--- config.mk ---
export PLATFORM = sky130hd
export DESIGN_NAME = ow_slave_flat
export DESIGN_NICKNAME = d
export VERILOG_FILES = /design/src/rtl/ow_pkg.sv /design/src/rtl/ow_slave_if.sv /design/src/rtl/ow_sync_edge.sv /design/src/rtl/ow_slave.sv /design/src/flat_wrapper.sv
export SDC_FILE = /design/constraint.sdc
export NUM_CORES = 1
export LEC_CHECK = 0
export ABC_AREA = 1
export CORE_ASPECT_RATIO = 0.5
export CORE_UTILIZATION = 35
export CTS_CLUSTER_SIZE = 30
export DETAILED_ROUTE_END_ITERATION = 7
export GPL_ROUTABILITY_DRIVEN = 0
export GPL_TIMING_DRIVEN = 1
export PLACE_DENSITY = 0.53
export SYNTH_ARGS = -nofsm -noshare
export SYNTH_HDL_FRONTEND = slang
export SYNTH_SLANG_ARGS = --single-unit
--- constraint.sdc ---
create_clock -name clk -period 2.7 [get_ports clk]
set_input_delay 0.675 -clock clk [delete_from_list [all_inputs] [get_ports clk]]
set_output_delay 0.675 -clock clk [all_outputs]
set_load 0.03 [all_outputs]
--- src/rtl/ow_pkg.sv ---
// Shared 1-Wire definitions: slave state encoding, ROM-less command codes and
// default bus timing (clk cycles at 100 MHz) used by both master and slave.
package ow_pkg;

  typedef logic [2:0] ow_state_t;

  localparam ow_state_t ST_IDLE    = 3'd0;
  localparam ow_state_t ST_PD_DLY  = 3'd1;
  localparam ow_state_t ST_PD_DRV  = 3'd2;
  localparam ow_state_t ST_CMD     = 3'd3;
  localparam ow_state_t ST_WR_BYTE = 3'd4;
  localparam ow_state_t ST_RD_BYTE = 3'd5;

  localparam logic [7:0] OW_CMD_WRITE = 8'h4E;
  localparam logic [7:0] OW_CMD_READ  = 8'hBE;

  localparam int OW_RST_MIN = 48000;
  localparam int OW_PD_WAIT = 3000;
  localparam int OW_PD_LEN  = 12000;
  localparam int OW_SAMPLE  = 1500;
  localparam int OW_DRV_LEN = 3000;
  localparam int OW_CNT_W   = 16;

endpackage

--- src/rtl/ow_slave_if.sv ---
// Bus-side and byte-side signals of the 1-Wire slave, grouped for port passing.
interface ow_slave_if;
  logic       dq_i;
  logic       dq_pull_low;
  logic [7:0] tx_byte;
  logic [7:0] rx_byte;
  logic       rx_valid;
  logic       busy;

  modport slave  (input dq_i, tx_byte, output dq_pull_low, rx_byte, rx_valid, busy);
  modport master (output dq_i, tx_byte, input dq_pull_low, rx_byte, rx_valid, busy);
endinterface

--- src/rtl/ow_sync_edge.sv ---
// Two-flop synchroniser for the asynchronous bus level plus a third flop that
// yields single-cycle fall/rise strobes on the synchronised level.
module ow_sync_edge (
  input  logic clk,
  input  logic reset,
  input  logic d_i,
  output logic lvl,
  output logic fall,
  output logic rise
);
  logic [2:0] sync_q;

  // Reset to the idle (pulled-up) level so leaving reset never fakes a fall.
  always_ff @(posedge clk or posedge reset) begin
    if (reset) sync_q <= 3'b111;
    else       sync_q <= {sync_q[1:0], d_i};
  end

  assign lvl  = sync_q[1];
  assign fall = sync_q[2] & ~sync_q[1];
  assign rise = ~sync_q[2] & sync_q[1];
endmodule

--- src/rtl/ow_slave.sv ---
// 1-Wire slave: detects bus reset, answers with presence, decodes one command
// byte and then receives (0x4E) or returns (0xBE) a single data byte.
module ow_slave
  import ow_pkg::*;
#(
  parameter int RST_MIN = OW_RST_MIN,
  parameter int PD_WAIT = OW_PD_WAIT,
  parameter int PD_LEN  = OW_PD_LEN,
  parameter int SAMPLE  = OW_SAMPLE,
  parameter int DRV_LEN = OW_DRV_LEN,
  parameter int CNT_W   = OW_CNT_W
) (
  input logic       clk,
  input logic       reset,
  ow_slave_if.slave bus
);
  localparam logic [CNT_W-1:0] CNT_MAX     = '1;
  localparam logic [CNT_W-1:0] RST_MIN_C   = CNT_W'(RST_MIN);
  localparam logic [CNT_W-1:0] PD_WAIT_END = CNT_W'(PD_WAIT - 1);
  localparam logic [CNT_W-1:0] PD_LEN_END  = CNT_W'(PD_LEN - 1);
  localparam logic [CNT_W-1:0] SAMPLE_C    = CNT_W'(SAMPLE);
  localparam logic [CNT_W-1:0] DRV_END     = CNT_W'(DRV_LEN - 1);

  logic             lvl, fall, rise;
  ow_state_t        state_q, state_d;
  logic [CNT_W-1:0] low_cnt_q, low_cnt_d, timer_q, timer_d;
  logic [2:0]       bit_cnt_q, bit_cnt_d;
  logic             slot_q, slot_d;
  logic [7:0]       shreg_q, shreg_d, rx_byte_q, rx_byte_d;
  logic             rx_valid_q, rx_valid_d, pull_q, pull_d;
  logic [7:0]       shifted;

  function automatic logic [CNT_W-1:0] sat_inc(input logic [CNT_W-1:0] v);
    return (v == CNT_MAX) ? v : v + CNT_W'(1);
  endfunction

  ow_sync_edge u_sync (
    .clk  (clk),
    .reset(reset),
    .d_i  (bus.dq_i),
    .lvl  (lvl),
    .fall (fall),
    .rise (rise)
  );

  assign shifted = {lvl, shreg_q[7:1]};

  always_comb begin
    // NOTE: every next-state signal gets a default first, so no path can infer a latch.
    state_d    = state_q;
    low_cnt_d  = lvl ? '0 : sat_inc(low_cnt_q);
    timer_d    = sat_inc(timer_q);
    bit_cnt_d  = bit_cnt_q;
    slot_d     = slot_q;
    shreg_d    = shreg_q;
    rx_byte_d  = rx_byte_q;
    rx_valid_d = 1'b0;
    pull_d     = pull_q;

    // A long-enough low ending on a rise aborts anything in flight.
    if (rise && (low_cnt_q >= RST_MIN_C)) begin
      state_d   = ST_PD_DLY;
      timer_d   = '0;
      pull_d    = 1'b0;
      slot_d    = 1'b0;
      bit_cnt_d = '0;
    end else begin
      case (state_q)
        ST_PD_DLY: if (timer_q == PD_WAIT_END) begin
          state_d = ST_PD_DRV;
          timer_d = '0;
          pull_d  = 1'b1;
        end
        ST_PD_DRV: if (timer_q == PD_LEN_END) begin
          state_d   = ST_CMD;
          pull_d    = 1'b0;
          bit_cnt_d = '0;
          slot_d    = 1'b0;
        end
        ST_CMD, ST_WR_BYTE: begin
          if (fall) begin
            timer_d = '0;
            slot_d  = 1'b1;
          end else if (slot_q && (timer_q == SAMPLE_C)) begin
            slot_d    = 1'b0;
            shreg_d   = shifted;
            bit_cnt_d = bit_cnt_q + 3'd1;
            if (bit_cnt_q == 3'd7) begin
              if (state_q == ST_WR_BYTE) begin
                rx_byte_d  = shifted;
                rx_valid_d = 1'b1;
                state_d    = ST_IDLE;
              end else if (shifted == OW_CMD_WRITE) begin
                state_d = ST_WR_BYTE;
              end else if (shifted == OW_CMD_READ) begin
                state_d = ST_RD_BYTE;
                shreg_d = bus.tx_byte;
              end else begin
                state_d = ST_IDLE;
              end
            end
          end
        end
        ST_RD_BYTE: begin
          if (fall) begin
            timer_d = '0;
            slot_d  = 1'b1;
            pull_d  = ~shreg_q[0];
          end else if (slot_q && (timer_q == DRV_END)) begin
            slot_d    = 1'b0;
            pull_d    = 1'b0;
            shreg_d   = {1'b0, shreg_q[7:1]};
            bit_cnt_d = bit_cnt_q + 3'd1;
            if (bit_cnt_q == 3'd7) state_d = ST_IDLE;
          end
        end
        default: state_d = ST_IDLE;
      endcase
    end
  end

  // NOTE: state registers use non-blocking assignments so all flops update together.
  always_ff @(posedge clk or posedge reset) begin
    if (reset) begin
      state_q    <= ST_IDLE;
      low_cnt_q  <= '0;
      timer_q    <= '0;
      bit_cnt_q  <= '0;
      slot_q     <= 1'b0;
      shreg_q    <= '0;
      rx_byte_q  <= '0;
      rx_valid_q <= 1'b0;
      pull_q     <= 1'b0;
    end else begin
      state_q    <= state_d;
      low_cnt_q  <= low_cnt_d;
      timer_q    <= timer_d;
      bit_cnt_q  <= bit_cnt_d;
      slot_q     <= slot_d;
      shreg_q    <= shreg_d;
      rx_byte_q  <= rx_byte_d;
      rx_valid_q <= rx_valid_d;
      pull_q     <= pull_d;
    end
  end

  assign bus.dq_pull_low = pull_q;
  assign bus.rx_byte     = rx_byte_q;
  assign bus.rx_valid    = rx_valid_q;
  assign bus.busy        = (state_q != ST_IDLE);
endmodule

--- src/flat_wrapper.sv ---
// flat-port wrapper written by rule: the top's interface ports become plain ports
module ow_slave_flat import ow_pkg::*;
#(
  parameter int RST_MIN = OW_RST_MIN,
  parameter int PD_WAIT = OW_PD_WAIT,
  parameter int PD_LEN  = OW_PD_LEN,
  parameter int SAMPLE  = OW_SAMPLE,
  parameter int DRV_LEN = OW_DRV_LEN,
  parameter int CNT_W   = OW_CNT_W
)
  (clk, reset, bus_dq_i, bus_tx_byte, bus_dq_pull_low, bus_rx_byte, bus_rx_valid, bus_busy);
  ow_slave_if bus_i ();
  input logic clk;
  input logic reset;
  input wire logic [$bits(bus_i.dq_i)-1:0] bus_dq_i;
  input wire logic [$bits(bus_i.tx_byte)-1:0] bus_tx_byte;
  output wire logic [$bits(bus_i.dq_pull_low)-1:0] bus_dq_pull_low;
  output wire logic [$bits(bus_i.rx_byte)-1:0] bus_rx_byte;
  output wire logic [$bits(bus_i.rx_valid)-1:0] bus_rx_valid;
  output wire logic [$bits(bus_i.busy)-1:0] bus_busy;
  assign bus_i.dq_i = bus_dq_i;
  assign bus_i.tx_byte = bus_tx_byte;
  assign bus_dq_pull_low = bus_i.dq_pull_low;
  assign bus_rx_byte = bus_i.rx_byte;
  assign bus_rx_valid = bus_i.rx_valid;
  assign bus_busy = bus_i.busy;
  ow_slave #(.RST_MIN(RST_MIN), .PD_WAIT(PD_WAIT), .PD_LEN(PD_LEN), .SAMPLE(SAMPLE), .DRV_LEN(DRV_LEN), .CNT_W(CNT_W)) u_core (.clk(clk), .reset(reset), .bus(bus_i));
endmodule
Word level (Yosys, flattened, before mapping)
Index checks and enable logic that the tools add are counted.

operators by class
  reduce and logical (&&, ||, !) cells = 15
  eq/ne operators = 28
  $add $sub $neg = 3
  $lt $le $gt $ge = 1
  bitwise operators = 7
  mux-type cells = 53

operators with widths
  kind                                                                      number
  16-bit two-way mux                                                        6
  8-bit two-way mux                                                         8
  3-bit two-way mux                                                         18
  16-bit by 1-bit adder with 16-bit output (second input constant)          2
  16-bit equality test (second input constant)                              2
  16-bit one-hot mux with 2 select lines                                    1
  3-bit by 1-bit != test with 1-bit output (second input constant)          6
  6-bit AND reduction                                                       3
  16-bit by 11-bit equality test with 1-bit output (second input constant)  1
  16-bit by 12-bit equality test with 1-bit output (second input constant)  1
  16-bit by 14-bit equality test with 1-bit output (second input constant)  1
  16-bit greater-or-equal comparator (second input constant)                1
  8-bit one-hot mux with 2 select lines                                     1
  1-bit two-way mux                                                         15
  3-bit one-hot mux with 4 select lines                                     1
  3-bit equality test (second input constant)                               3
  3-bit one-hot mux with 3 select lines                                     1
  8-bit by 7-bit equality test with 1-bit output (second input constant)    1
  8-bit equality test (second input constant)                               1
  4-bit by 1-bit != test with 1-bit output (second input constant)          2
  4-bit AND reduction                                                       2
  8-bit AND reduction                                                       1
  4-bit nonzero test                                                        2
  3-bit by 2-bit equality test with 1-bit output (second input constant)    2
  13 further kinds                                                          25

word-level totals
  output and inout bits = 11
  register bits after elaboration = 60
  bits of input ports = 11

Longest topological paths before layout
  word-level depth = 9
  gate-level depth with buffers = 12
  mapped depth without buffers = 12

By module
Synthesis repeated with hierarchy kept, for this count alone.

unflattened totals
  cells, all modules = 450
  area total of the unflattened synthesis = 3479.6 µm²

by module, submodules not included
  module        cells an instance  area each (µm²)  times used  seq. area each (µm²)
  ow_slave      442                3382.0           1           1426.4
  ow_sync_edge  8                  97.6             1           78.8

Worst setup path after synthesis
No wires, ideal clock.

  path kind = register -> register
  start = reg u_core.timer_q[0]
  end = reg u_core.timer_q[11]
  path buffers = 0
  library setup time = 118 ps
  arrival = 1478 ps
  cell stages (with the launch flop) = 10
  path slack = 1104 ps
  path through = dfrtp_1 > ha_1 > inv_1 > nor2_2 > nand2_2 > nor2_4 > nand4_2 > nand3_1 > xor2_1 > nor2_1

on the way
  word-level cells in the longest chain between the ends = 5

ends and longest elaborated chain
  item                                                                              line                                             RTL
  start: declaration                                                                ow_slave.sv:26                                   logic [CNT_W-1:0] low_cnt_q, low_cnt_d, timer_q, timer_d;
  start signal: assignment                                                          ow_slave.sv:137                                  timer_q <= timer_d;
  16-bit by 1-bit adder with 16-bit output or 16-bit equality test (tied branches)  ow_slave.sv:34                                   return (v == CNT_MAX) ? v : v + CNT_W'(1);
  16-bit two-way mux                                                                ow_slave.sv:34
  16-bit two-way mux (on tied branches)                                             ow_slave.sv:81, ow_slave.sv:105, ow_slave.sv:69
  16-bit one-hot mux with 2 select lines *                                          ow_slave.sv:68                                   case (state_q)
  16-bit two-way mux *                                                              ow_slave.sv:61                                   if (rise && (low_cnt_q >= RST_MIN_C)) begin
  via u_core.timer_d[11]                                                            ow_slave.sv:26

The timed path passes the listed nets; every way through them passes the cells marked *.
A chain may end at the register's enable or synchronous reset.

Final worst setup path
  start = reg u_core.state_q[2]
  end = out bus_busy

on the way
  word-level cells in the longest chain between the ends = 1

ends and longest elaborated chain
  item                      line                RTL
  start: declaration        ow_slave.sv:25      ow_state_t state_q, state_d;
  start signal: assignment  ow_slave.sv:135     state_q <= state_d;
  3-bit nonzero test        ow_slave.sv:150     assign bus.busy = (state_q != ST_IDLE);
  end: declaration          flat_wrapper.sv:20  output wire logic [$bits(bus_i.busy)-1:0] bus_busy;

No other way between the ends.

==> results.json <==
{
  "worstHoldStart": "u_core.u_sync.sync_q[0]",
  "cts_tree": "done",
  "finalClockSkew_ns": 0.00699,
  "syn_area_mm2": 0.00357,
  "drive_gt1_share_pct": 15.1,
  "crit_path_max_fanout": 4,
  "required_ns": 2.03,
  "start_kind": "flop",
  "rr_endpoint": "u_core.bus.rx_byte[0]",
  "reg2reg_from": "u_core.u_sync.sync_q[1]",
  "ant_nets": 0,
  "yosysSeqAreaShare_pct": 42.2,
  "antenna_found_initial": 0,
  "status": "completed",
  "synthXorXnorAreaFrac_pct": 1.47,
  "synth_top_family_by_area": "simple AND/OR/NAND/NOR gates",
  "finalCritPeriodShare_pct": 81.3,
  "clockBufferDepth": 2,
  "leakagePower_nw": 1.93,
  "remaining_drc_errors": 0,
  "report.final.slew_viol_count": 0,
  "numPortBuffers": 21,
  "cts-hold-fix-buffers": 0,
  "core_mm2": 0.00967,
  "critical_path.endpoint_type": "output port",
  "post_cts_buffers": 0,
  "synth_edf_count": 0,
  "seq_area_mm2": 0.00151,
  "pin_count": 22,
  "dr.pass1.iters": 4,
  "clkTransAtPathRegs_ns": 0.05,
  "dp_hpwl_mm": 5.95,
  "h-tree-depth": 3,
  "fmax_mhz": 456,
  "final_common_cell": "nand2_1",
  "synth_compound_gate_area_share_pct": 12.2,
  "hold_viol_final": 0,
  "rows": 25,
  "cts-root-buf": "clkbuf_16",
  "die-width_um": 145,
  "grt_max_degree": 41,
  "synthCells": 470,
  "grt_pass1_vias": 2970,
  "insertion_delay_ns": 0.34,
  "final_cell_mix": "nand2_1 (112), nor2_1 (61), dfrtp_1 (57), inv_1 (48), nand3_1 (34)",
  "tightest_slew_ns": 0.496,
  "synth_fa_ha_area_share_pct": 2.10,
  "drv_cap": 0,
  "holdPathStages": 0,
  "avgSynthCellArea_um2": 7.60,
  "syn_to_final_growth_pct": 17.8,
  "post-place-ws_ns": 0.748,
  "grt_setup_unrepaired": "no",
  "fin_tns_setup_ns": 0,
  "dpl.cell_count": 622,
  "regToRegSetupSlack_ns": 0.78,
  "avgRoutedWirePerCell_um": 12.7,
  "critPathArrivalTime_ns": 1.52,
  "power.density_mw_per_mm2": 483,
  "start_util_pct": 36.9,
  "dieArea_mm2": 0.0106,
  "numCtsBuffers": 9,
  "diodes": 0,
  "synth-seq-cells": 60,
  "cts_resized": 0,
  "drt_iter0_markers": 212,
  "postRouteWirelength_mm": 8.13,
  "fillers": 976,
  "fin_util_pct": 43.5,
  "dieHeight_um": 73.4,
  "holdCritPathClass": "flop to flop",
  "reg2reg_depth": 7,
  "stdcell_count": 638,
  "vias": 3065,
  "peakVddDrop_mv": 0.287,
  "synth-simple-area-share_pct": 34.0,
  "nets": 515,
  "setup_viol": 0,
  "synthDistinctLibCells": 41,
  "crit_type": "flop to output port",
  "synthArstFlopShare_pct": 100,
  "synthMuxAreaShare_pct": 0,
  "yosys_warnings": 0,
  "period_minus_slack_ns": 2.20,
  "setup_ws_ns": 0.505,
  "cts_sinks": 60,
  "syn_nets": 487,
  "grt_pass1_wl_mm": 14.0,
  "synthFlopType": "dfrtp_1",
  "hold_end": "u_core.u_sync.sync_q[1]",
  "drt-vias-per-instance": 4.80,
  "grt_usage_pct": 17.5,
  "multi_input_area_mm2": 0.00178,
  "maxSlewHeadroom_pct": 66.9,
  "grt-ovfl-total": 0
}
==> final cells by class <==
| type | count | share of cell area [%] |
|---|---|---|
| Timing Repair Buffer | 22 | 5.47 |
| Multi-Input combinational cell | 340 | 42.2 |
| Tap cell | 135 | 4.02 |
| Clock buffer | 11 | 5.77 |
| Sequential cell | 60 | 35.8 |
| Clock inverter | 5 | 0.863 |
| Inverter | 65 | 5.86 |
==> how the worst max path moves through the flow <==
stage,startpoint,end
floorplan,reset,u_core.bit_cnt_q[0]
global placement,u_core.u_sync.sync_q[1],u_core.bus.rx_byte[0]
detailed placement,u_core.u_sync.sync_q[1],u_core.bus.rx_byte[0]
CTS,u_core.state_q[2],bus_busy
global route,u_core.state_q[2],bus_busy
finish,u_core.state_q[2],bus_busy
==> synthesized netlist by cell type, drive strengths merged, types with 3 or more instances <==
master  instances  area (µm²)
a21oi          10        57.6
nor4            3        40.0
a31oi           6        37.5
nor3           14        90.1
ha              6        75.1
nand4          13        87.6
dfstp           3        78.8
xor2            6        52.6
nand2         120         475
nor2           68         292
o21ai          48         289
inv            63         239
dfrtp          57        1430
buf             4        38.8
nand3          37         208
==> worst max-delay path, stage by stage, from the launching register on <==
cell             delay [ns]
dfrtp_1                0.40
inv_2                  0.06
nand3_1                0.07
clkdlybuf4s50_1        0.66
==> power breakdown <==
part           switching (mW)  leakage (nW)  internal, mW
Clock                   0.420         0.128         0.646
Sequential            0.00519         0.769         0.908
Combinational          0.0332          1.03        0.0204
Total                   0.458          1.93          1.57
==> per-layer routing <==
layer	up-vias	wire length [µm]	global-route usage [%]	part of all wire, %
met5	-	0	0	0
met3	10	315	4.63	3.9
met4	0	100	7.13	1.2
met2	54	3380	26.5	42
li1	1602	-	-	-
met1	1399	4330	23.7	53
==> cells by family (layout without fill, tap and decap cells) <==
kind of cell | count (synthesis) | in the layout
simple gates | 258 | 258
compound gates | 70 | 70
buf+inv | 70 | 103
flops | 60 | 60
fa+ha+maj | 6 | 6
xor+xnor | 6 | 6
==> flip-flops by register name, indices dropped and copies added, names as in the netlist <==
name,cells
u_core.u_sync.sync_q,3
u_core.bus.dq_pull_low,1
u_core.bus.rx_valid,1
u_core.slot_q,1
u_core.state_q,3
u_core.shreg_q,8
u_core.bit_cnt_q,3
u_core.timer_q,16
u_core.low_cnt_q,16
u_core.bus.rx_byte,8
==> stage by stage <==
step | instance area [µm²] | hold slack (ns) | power [mW]
final | 4210 | 0.354 | 2.03
after floorplan | 3570 | 0.345 | 0.954
after CTS | 4210 | 0.355 | 2.07
after global routing | 4210 | 0.359 | 2.11
after global placement | 3930 | 0.350 | 0.984
after detailed placement | 3930 | 0.347 | 0.984
(Power assumes the default switching activity.)
